`src/rtl/logic_gate_pkg.sv`:
```
// Shared opcode definitions for the registered bitwise gate pipeline.
package logic_gate_pkg;

  localparam int unsigned OP_W = 3;

  localparam logic [OP_W-1:0] OP_AND  = 3'd0;
  localparam logic [OP_W-1:0] OP_OR   = 3'd1;
  localparam logic [OP_W-1:0] OP_NAND = 3'd2;
  localparam logic [OP_W-1:0] OP_NOR  = 3'd3;
  localparam logic [OP_W-1:0] OP_XOR  = 3'd4;
  localparam logic [OP_W-1:0] OP_XNOR = 3'd5;

  // Codes above XNOR carry no function and produce a zero result.
  function automatic logic is_illegal_op(input logic [OP_W-1:0] op);
    return op > OP_XNOR;
  endfunction

endpackage

```
`src/rtl/logic_gate_alu.sv`:
```
// Combinational bitwise function unit: y = f(op)(a, b), zero for illegal ops.
module logic_gate_alu
  import logic_gate_pkg::*;
#(
  parameter int unsigned WIDTH = 8
) (
  input  logic [OP_W-1:0]  op,
  input  logic [WIDTH-1:0] a,
  input  logic [WIDTH-1:0] b,
  output logic [WIDTH-1:0] y
);

  // Select the bitwise function; anything unlisted yields zero.
  always_comb begin
    y = '0;
    case (op)
      OP_AND:  y = a & b;
      OP_OR:   y = a | b;
      OP_NAND: y = ~(a & b);
      OP_NOR:  y = ~(a | b);
      OP_XOR:  y = a ^ b;
      OP_XNOR: y = ~(a ^ b);
      default: y = '0;
    endcase
  end

endmodule

```
`src/rtl/logic_gate_pipe.sv`:
```
// Registered bitwise gate stage with valid/ready handshake, 2-entry skid
// buffering, a saturating completion counter and a sticky illegal-op flag.
module logic_gate_pipe
  import logic_gate_pkg::*;
#(
  parameter int unsigned WIDTH = 8,
  parameter int unsigned CNT_W = 16
) (
  input  logic             clk,
  input  logic             rst_n,
  input  logic             in_valid,
  output logic             in_ready,
  input  logic [OP_W-1:0]  op,
  input  logic [WIDTH-1:0] a,
  input  logic [WIDTH-1:0] b,
  output logic             out_valid,
  input  logic             out_ready,
  output logic [WIDTH-1:0] y,
  output logic [OP_W-1:0]  op_out,
  output logic             err_illegal,
  output logic [CNT_W-1:0] cnt_done
);

  logic [WIDTH-1:0] alu_y;
  logic             accept;
  logic             drain;

  logic             main_valid;
  logic [WIDTH-1:0] main_y;
  logic [OP_W-1:0]  main_op;

  logic             skid_full;
  logic [WIDTH-1:0] skid_y;
  logic [OP_W-1:0]  skid_op;

  logic_gate_alu #(.WIDTH(WIDTH)) u_alu (
    .op (op),
    .a  (a),
    .b  (b),
    .y  (alu_y)
  );

  // in_ready depends only on registered skid occupancy, never on out_ready.
  assign in_ready  = !skid_full;
  assign accept    = in_valid && in_ready;
  assign drain     = main_valid && out_ready;

  assign out_valid = main_valid;
  assign y         = main_y;
  assign op_out    = main_op;

  // Main/skid storage: skid refills main first on drain, keeping FIFO order.
  always_ff @(posedge clk) begin
    if (!rst_n) begin
      main_valid <= 1'b0;
      main_y     <= '0;
      main_op    <= '0;
      skid_full  <= 1'b0;
      skid_y     <= '0;
      skid_op    <= '0;
    end else begin
      if (drain) begin
        // accept cannot coincide with a full skid, so no new data is lost here.
        if (skid_full) begin
          main_y    <= skid_y;
          main_op   <= skid_op;
          skid_full <= 1'b0;
        end else if (accept) begin
          main_y  <= alu_y;
          main_op <= op;
        end else begin
          main_valid <= 1'b0;
        end
      end else if (accept) begin
        if (main_valid) begin
          skid_y    <= alu_y;
          skid_op   <= op;
          skid_full <= 1'b1;
        end else begin
          main_y     <= alu_y;
          main_op    <= op;
          main_valid <= 1'b1;
        end
      end
    end
  end

  // Sticky flag for any accepted illegal opcode.
  always_ff @(posedge clk) begin
    if (!rst_n) begin
      err_illegal <= 1'b0;
    end else if (accept && is_illegal_op(op)) begin
      err_illegal <= 1'b1;
    end
  end

  // Saturating count of output handshakes.
  always_ff @(posedge clk) begin
    if (!rst_n) begin
      cnt_done <= '0;
    end else if (drain && (cnt_done != '1)) begin
      cnt_done <= cnt_done + CNT_W'(1);
    end
  end

endmodule

```
`config.mk`:
```
export PLATFORM = sky130hd
export DESIGN_NAME = logic_gate_pipe
export DESIGN_NICKNAME = d
export VERILOG_FILES = /design/src/rtl/logic_gate_pkg.sv /design/src/rtl/logic_gate_alu.sv /design/src/rtl/logic_gate_pipe.sv
export SDC_FILE = /design/constraint.sdc
export NUM_CORES = 1
export LEC_CHECK = 0
export CORE_AREA = 2 2 81 83
export CTS_BUF_LIST = sky130_fd_sc_hd__clkbuf_2
export DETAILED_ROUTE_END_ITERATION = 8
export DIE_AREA = 0 0 83 85
export PLACE_DENSITY = 0.69
export SLEW_MARGIN = 20
export SYNTH_ARGS = -nofsm -noshare
export SYNTH_HDL_FRONTEND = slang
export SYNTH_HIERARCHICAL = 1
export SYNTH_SLANG_ARGS = --single-unit
```
`constraint.sdc`:
```
create_clock -name clk -period 1.55 [get_ports clk]
set_input_delay 0.155 -clock clk [delete_from_list [all_inputs] [get_ports clk]]
set_output_delay 0.155 -clock clk [all_outputs]
set_load 0.02 [all_outputs]
```
; After elaboration in Yosys (flattened, before gate mapping)
; Cells that the tools add are included.
[classes]
eq_ne = 9
n_addsub = 1
n_bitwise = 8
reduce_logical = 13
order_cmp = 1
muxes = 15
[op_table]
columns = op, n
row1 = 8-bit case mux with 6 select lines, 1
row2 = 8-bit two-way mux, 5
row3 = 8-bit NOT, 3
row4 = "16-bit by 1-bit adder with 16-bit output, second input constant", 1
row5 = "16-bit != test, second input constant", 1
row6 = 3-bit two-way mux, 5
row7 = 3-bit AND reduction, 3
row8 = 8-bit bitwise AND, 1
row9 = 8-bit OR, 1
row10 = 8-bit bitwise XOR, 1
row11 = "3-bit by 2-bit == test with 1-bit output, second input constant", 2
row12 = "3-bit == test, second input constant", 2
row13 = "2-bit != test, second input constant", 3
row14 = 1-bit logical AND, 4
row15 = 1-bit two-way mux, 4
row16 = 2-bit nonzero test, 2
row17 = "3-bit by 1-bit == test with 1-bit output, second input constant", 1
row18 = "3-bit greater-than comparator, second input constant", 1
row19 = 3-bit zero test, 1
row20 = 1-bit NOT, 2
row21 = 2-bit AND reduction, 1
row22 = 2-bit OR reduction, 1
row23 = 1-bit zero test, 1
[totals]
wordCells = 55
regBits = 41
inputBits = 23

; Logic depth before layout (Yosys ltp)
[depth]
ltp_word = 6
mapped_depth = 7
depth_no_buf = 7

; Hierarchy
; Netlist, hierarchy kept.
[modules_own_cells]
columns = module, cells_each, area_per_inst_um2, seq_area_each_um2, instances
row1 = logic_gate_pipe, 220, 1876.8, 820.8, 1
row2 = logic_gate_alu, 87, 648.1, 0.0, 1

; Worst setup path after synthesis
; OpenSTA, ideal clock, no wires.
[synth_timing]
kind = flip-flop to flip-flop
start = reg cnt_done[0]
end = reg cnt_done[1]
required_time_ns = 1.435
setup_time_ns = 0.115
path_stages_with_launch = 6
t_arrival_ns = 1.713
n_path_buf = 0
slack_ns = -0.277
synth_period_minus_slack_ns = 1.827
cell_sequence = dfxtp_1 > ha_1 > nand4_2 > o41ai_4 > mux2i_1 > nor2_1
[synth_via]
elab_chain_len = 2
[synth_rtl]
columns = item, line
row1 = start: declaration, logic_gate_pipe.sv:21  ; output logic [CNT_W-1:0] cnt_done
row2 = start signal: assignment, logic_gate_pipe.sv:102  ; cnt_done <= cnt_done + CNT_W'(1);
row3 = "parallel branches: the longest is 2 deep, another holds 16-bit by 1-bit adder with 16-bit output", n/a
; Parallel ways; which one is timed is not known.
; A chain may end at the register's enable or synchronous reset.

; Final worst setup path
[layout_timing]
start = reg cnt_done[0]
end = reg cnt_done[14]
; Same word-level chain as after synthesis.

==> summary.md <==
| Metric | Value |
|---|---|
| H-tree levels | 2 |
| Largest net degree at the start of global routing | 28 |
| Compound-Gate Fraction of Synth Area | 17.9% |
| DR vias | 2410 |
| Type of origin of the critical path | register |
| Mapped Cells | 307 |
| Drt via density | 5.12 |
| Crit path time final | 1.55 ns |
| CP bufs+invs | 0 |
| Area grow syn2layout | 40.7% |
| Layout Cells excl Fill | 471 |
| Final core utilization | 57.2% |
| Num rows | 29 |
| Post-Synth XOR/XNOR Area | 3.47% |
| CP Class | reg2reg |
| Routed WL per cell | 12.6 um |
| Clk pin slew, worst setup/hold paths | 0.20 ns |
| Status | completed |
| Grt met1 use | 20.2% |
| GR Layer Usage met3 | 3.50% |
| Final instance area | 3550 um^2 |
| # IOs | 53 |
| Top cells by count, synth | 50 x nand2_1, 41 x dfxtp_1, 24 x a21oi_1 |
| Max-slew headroom | 69.4% |
| Clock sinks | 41 |
| Count of different cell masters after synthesis | 50 |
| Initial antenna violation count | 0 |
| Initial Utilization | 40.7% |
| Post-DP HPWL | 4350 um |
| Final hold vios | 0 |
| CTS max path bufs | 2 |
| # Max-Cap Violations | 0 |
| Core area | 6200 um^2 |
| Critical path's top delay family | simple AND/OR/NAND/NOR gates |
| Worst VDD drop | 263 uV |
| F_max | 0.647 GHz |
| Setup ws final | 0.00424 ns |
| First-pass GRT wire length | 10000 um |
| Port buffer count | 52 |
| Die width | 83 um |
| Layout cells sized above 1 | 24.9% |
| Top_reg_cell synth | dfxtp_1 |
| Total CTS buffers | 5 |
| Root buf cell | clkbuf_2 |
| Antenna cells | 0 |
| Clk Latency, worst-skew pair | 0.40 ns |
| Async SR Flop Fraction | 0% |
| Cell with the most instances after synthesis | nand2_1 |
| GR peak layer | met2 |
| Fin. max-slew vios | 0 |
| Fin crit share | 99.7% |
| Ys Warns | 6 |
| Final setup viols | 0 |
| Die area | 7060 um^2 |
| LEAKAGE | 1.61 nW |
| Slowest CP cell | or4_1 |
| Worst path required time | 1.89 ns |
| Number of hold buffers added after CTS | 0 |
| Fillcell total | 576 |
| Nets | 433 |
| Syn Area/Cell | 8.22 um^2 |
| Synth Register Bits | 41 |
| Post-synthesis mux area share | 1.19% |
| Mapped Nets | 347 |
| Placed inst area | 3410 um^2 |
| Post-synth EDFFs | 0 |
| Leading area contributor after synthesis | dfxtp_1 |
| Routed WL | 5930 um |
| Sequential share of the synthesized area | 32.5% |
| Number of DRC markers in iteration 0 | 87 |
| Syn Std Cell Area | 2520 um^2 |
| Worst-margin pin slew | 0.459 ns |
| GP Congestion | 0.801 |
| ANT nets after route | 0 |
| Drt drc | 0 |
| Yosys top cell area share | 32.5% |
| Post-Synth Adder-Cell Area | 8.42% |
| Worst path max stage delay | 0.42 ns |
| Skew final | 0.0113 ns |
| CP max FO | 4 |
| Crit path DAT | 1.89 ns |
| Number of global-route vias before repair | 2197 |
| Cell Chain, Critical Path | ha_4, and4_4, o2111ai_4, or4_1, a21oi_1 |
| WHS | 0.427 ns |
| Overall track demand over capacity in global routing | 16.9% |
| DR pass1 iterations | 4 |
| TritonCTS clock tree | built |
| GRT overflow | 0 |
| Largest cells by area after synthesis | dfxtp_1 33%, ha_1 8.4%, nand2_1 7.4% |
| RSZ-0062 raised after global routing | true |
| Worst Hold Class | in2reg |
| Pwr Density | 589 nW/um^2 |
| Area share of and/or/nand/nor cells after synthesis | 29.0% |
| Largest family of logic cells by synthesized area | simple AND/OR/NAND/NOR gates |
| Grt met2 use | 31.3% |
| Critical Path Sink Type | register |
| Post-Place Cells | 455 |
| Die Ht | 85 um |
| Post-place setup slack | -0.306 ns |
[metal layers]
| metal | up-vias | wire length, um |
|---|---|---|
| met5 | - | 0 |
| met2 | 48 | 3080 |
| li1 | 1257 | - |
| met1 | 1100 | 2570 |
| met3 | 5 | 225 |
| met4 | 0 | 58 |
[where the power goes]
part           switching (mW)  leakage (nW)  internal [mW]  total [mW]
clock network           0.345        0.0278         0.0988       0.444
logic                   0.278          1.24          0.259       0.537
registers              0.0281         0.346           1.08        1.11
[worst paths after layout]
check	from	endpoint	slack, ns	cells past startpoint
max reg2reg	cnt_done[0]$_SDFFE_PN0P_	cnt_done[14]$_SDFFE_PN0P_	0.004	5
min	in_valid	skid_full$_SDFFE_PP0P_	0.43	3
min reg2reg	skid_y[3]$_SDFFE_PN0P_	skid_y[3]$_SDFFE_PN0P_	0.47	2
max	cnt_done[0]$_SDFFE_PN0P_	cnt_done[14]$_SDFFE_PN0P_	0.004	5
[what timing repair did]
item / in CTS / in global routing
gates resized for setup: 38 / 19
endpoints found under the setup margin: 36 / 14
buffers inserted: 3 / 5
cloned: 0 / 0
pin swaps: 6 / 2
[placed cells by master, fill, tap and decap left out, types with 6 or more instances in the layout]
master and n:
clkbuf_2 6, nand3_1 14, clkdlybuf4s50_1 22, ha_1 16
nor2_1 19, o21ai_1 8, o311ai_1 6, a311oi_1 11
buf_4 37, dfxtp_1 23, xor2_1 10, dfxtp_2 7
nand2_1 49, inv_1 19, a21oi_1 24, nand2b_1 6
dlygate4sd2_1 26, dfxtp_4 11
[tightest hold or removal path, delay by kind of cell]
kind / cells / cell delay, ns
buffers and inverters: 1 / 0.45
AOI/OAI and AO/OA: 1 / 0.16
and+or+nand+nor: 1 / 0.05
[registers in the layout, summed over array words and instances (netlist names)]
name / cells
y: 8
op_out: 3
skid_y: 8
skid_op: 3
out_valid: 1
skid_full: 1
cnt_done: 16
err_illegal: 1
[cell type report]
| cell class | count | area, um^2 | share of cell area [%] |
|---|---|---|---|
| clock buffer | 5 | 25.0 | 0.704 |
| clock inverter | 3 | 12.5 | 0.352 |
| inverter | 19 | 71.3 | 2.01 |
| multi-input combinational | 230 | 1590 | 44.7 |
| sequential | 41 | 871 | 24.5 |
| tap | 77 | 96.3 | 2.71 |
| timing repair buffer | 96 | 888 | 25.0 |
[metrics by stage]
| step | TNS [ns] | power (mW) |
|---|---|---|
| floorplan | -0.00333 | 1.46 |
| global placement | -3.59 | 1.70 |
| detailed placement | -4.48 | 1.71 |
| CTS | -0.00555 | 2.13 |
| global route | -0.115 | 2.22 |
| finish | 0 | 2.09 |
[cells by family after synthesis]
family,count (synthesis)
AND/OR/NAND/NOR,136
AO/OA/AOI/OAI,64
flip-flops,41
buffers and inverters,36
adder cells (fa/ha/maj),17
XOR/XNOR,10
multiplexers,3
Note: power is estimated with default switching activity, not from simulation.
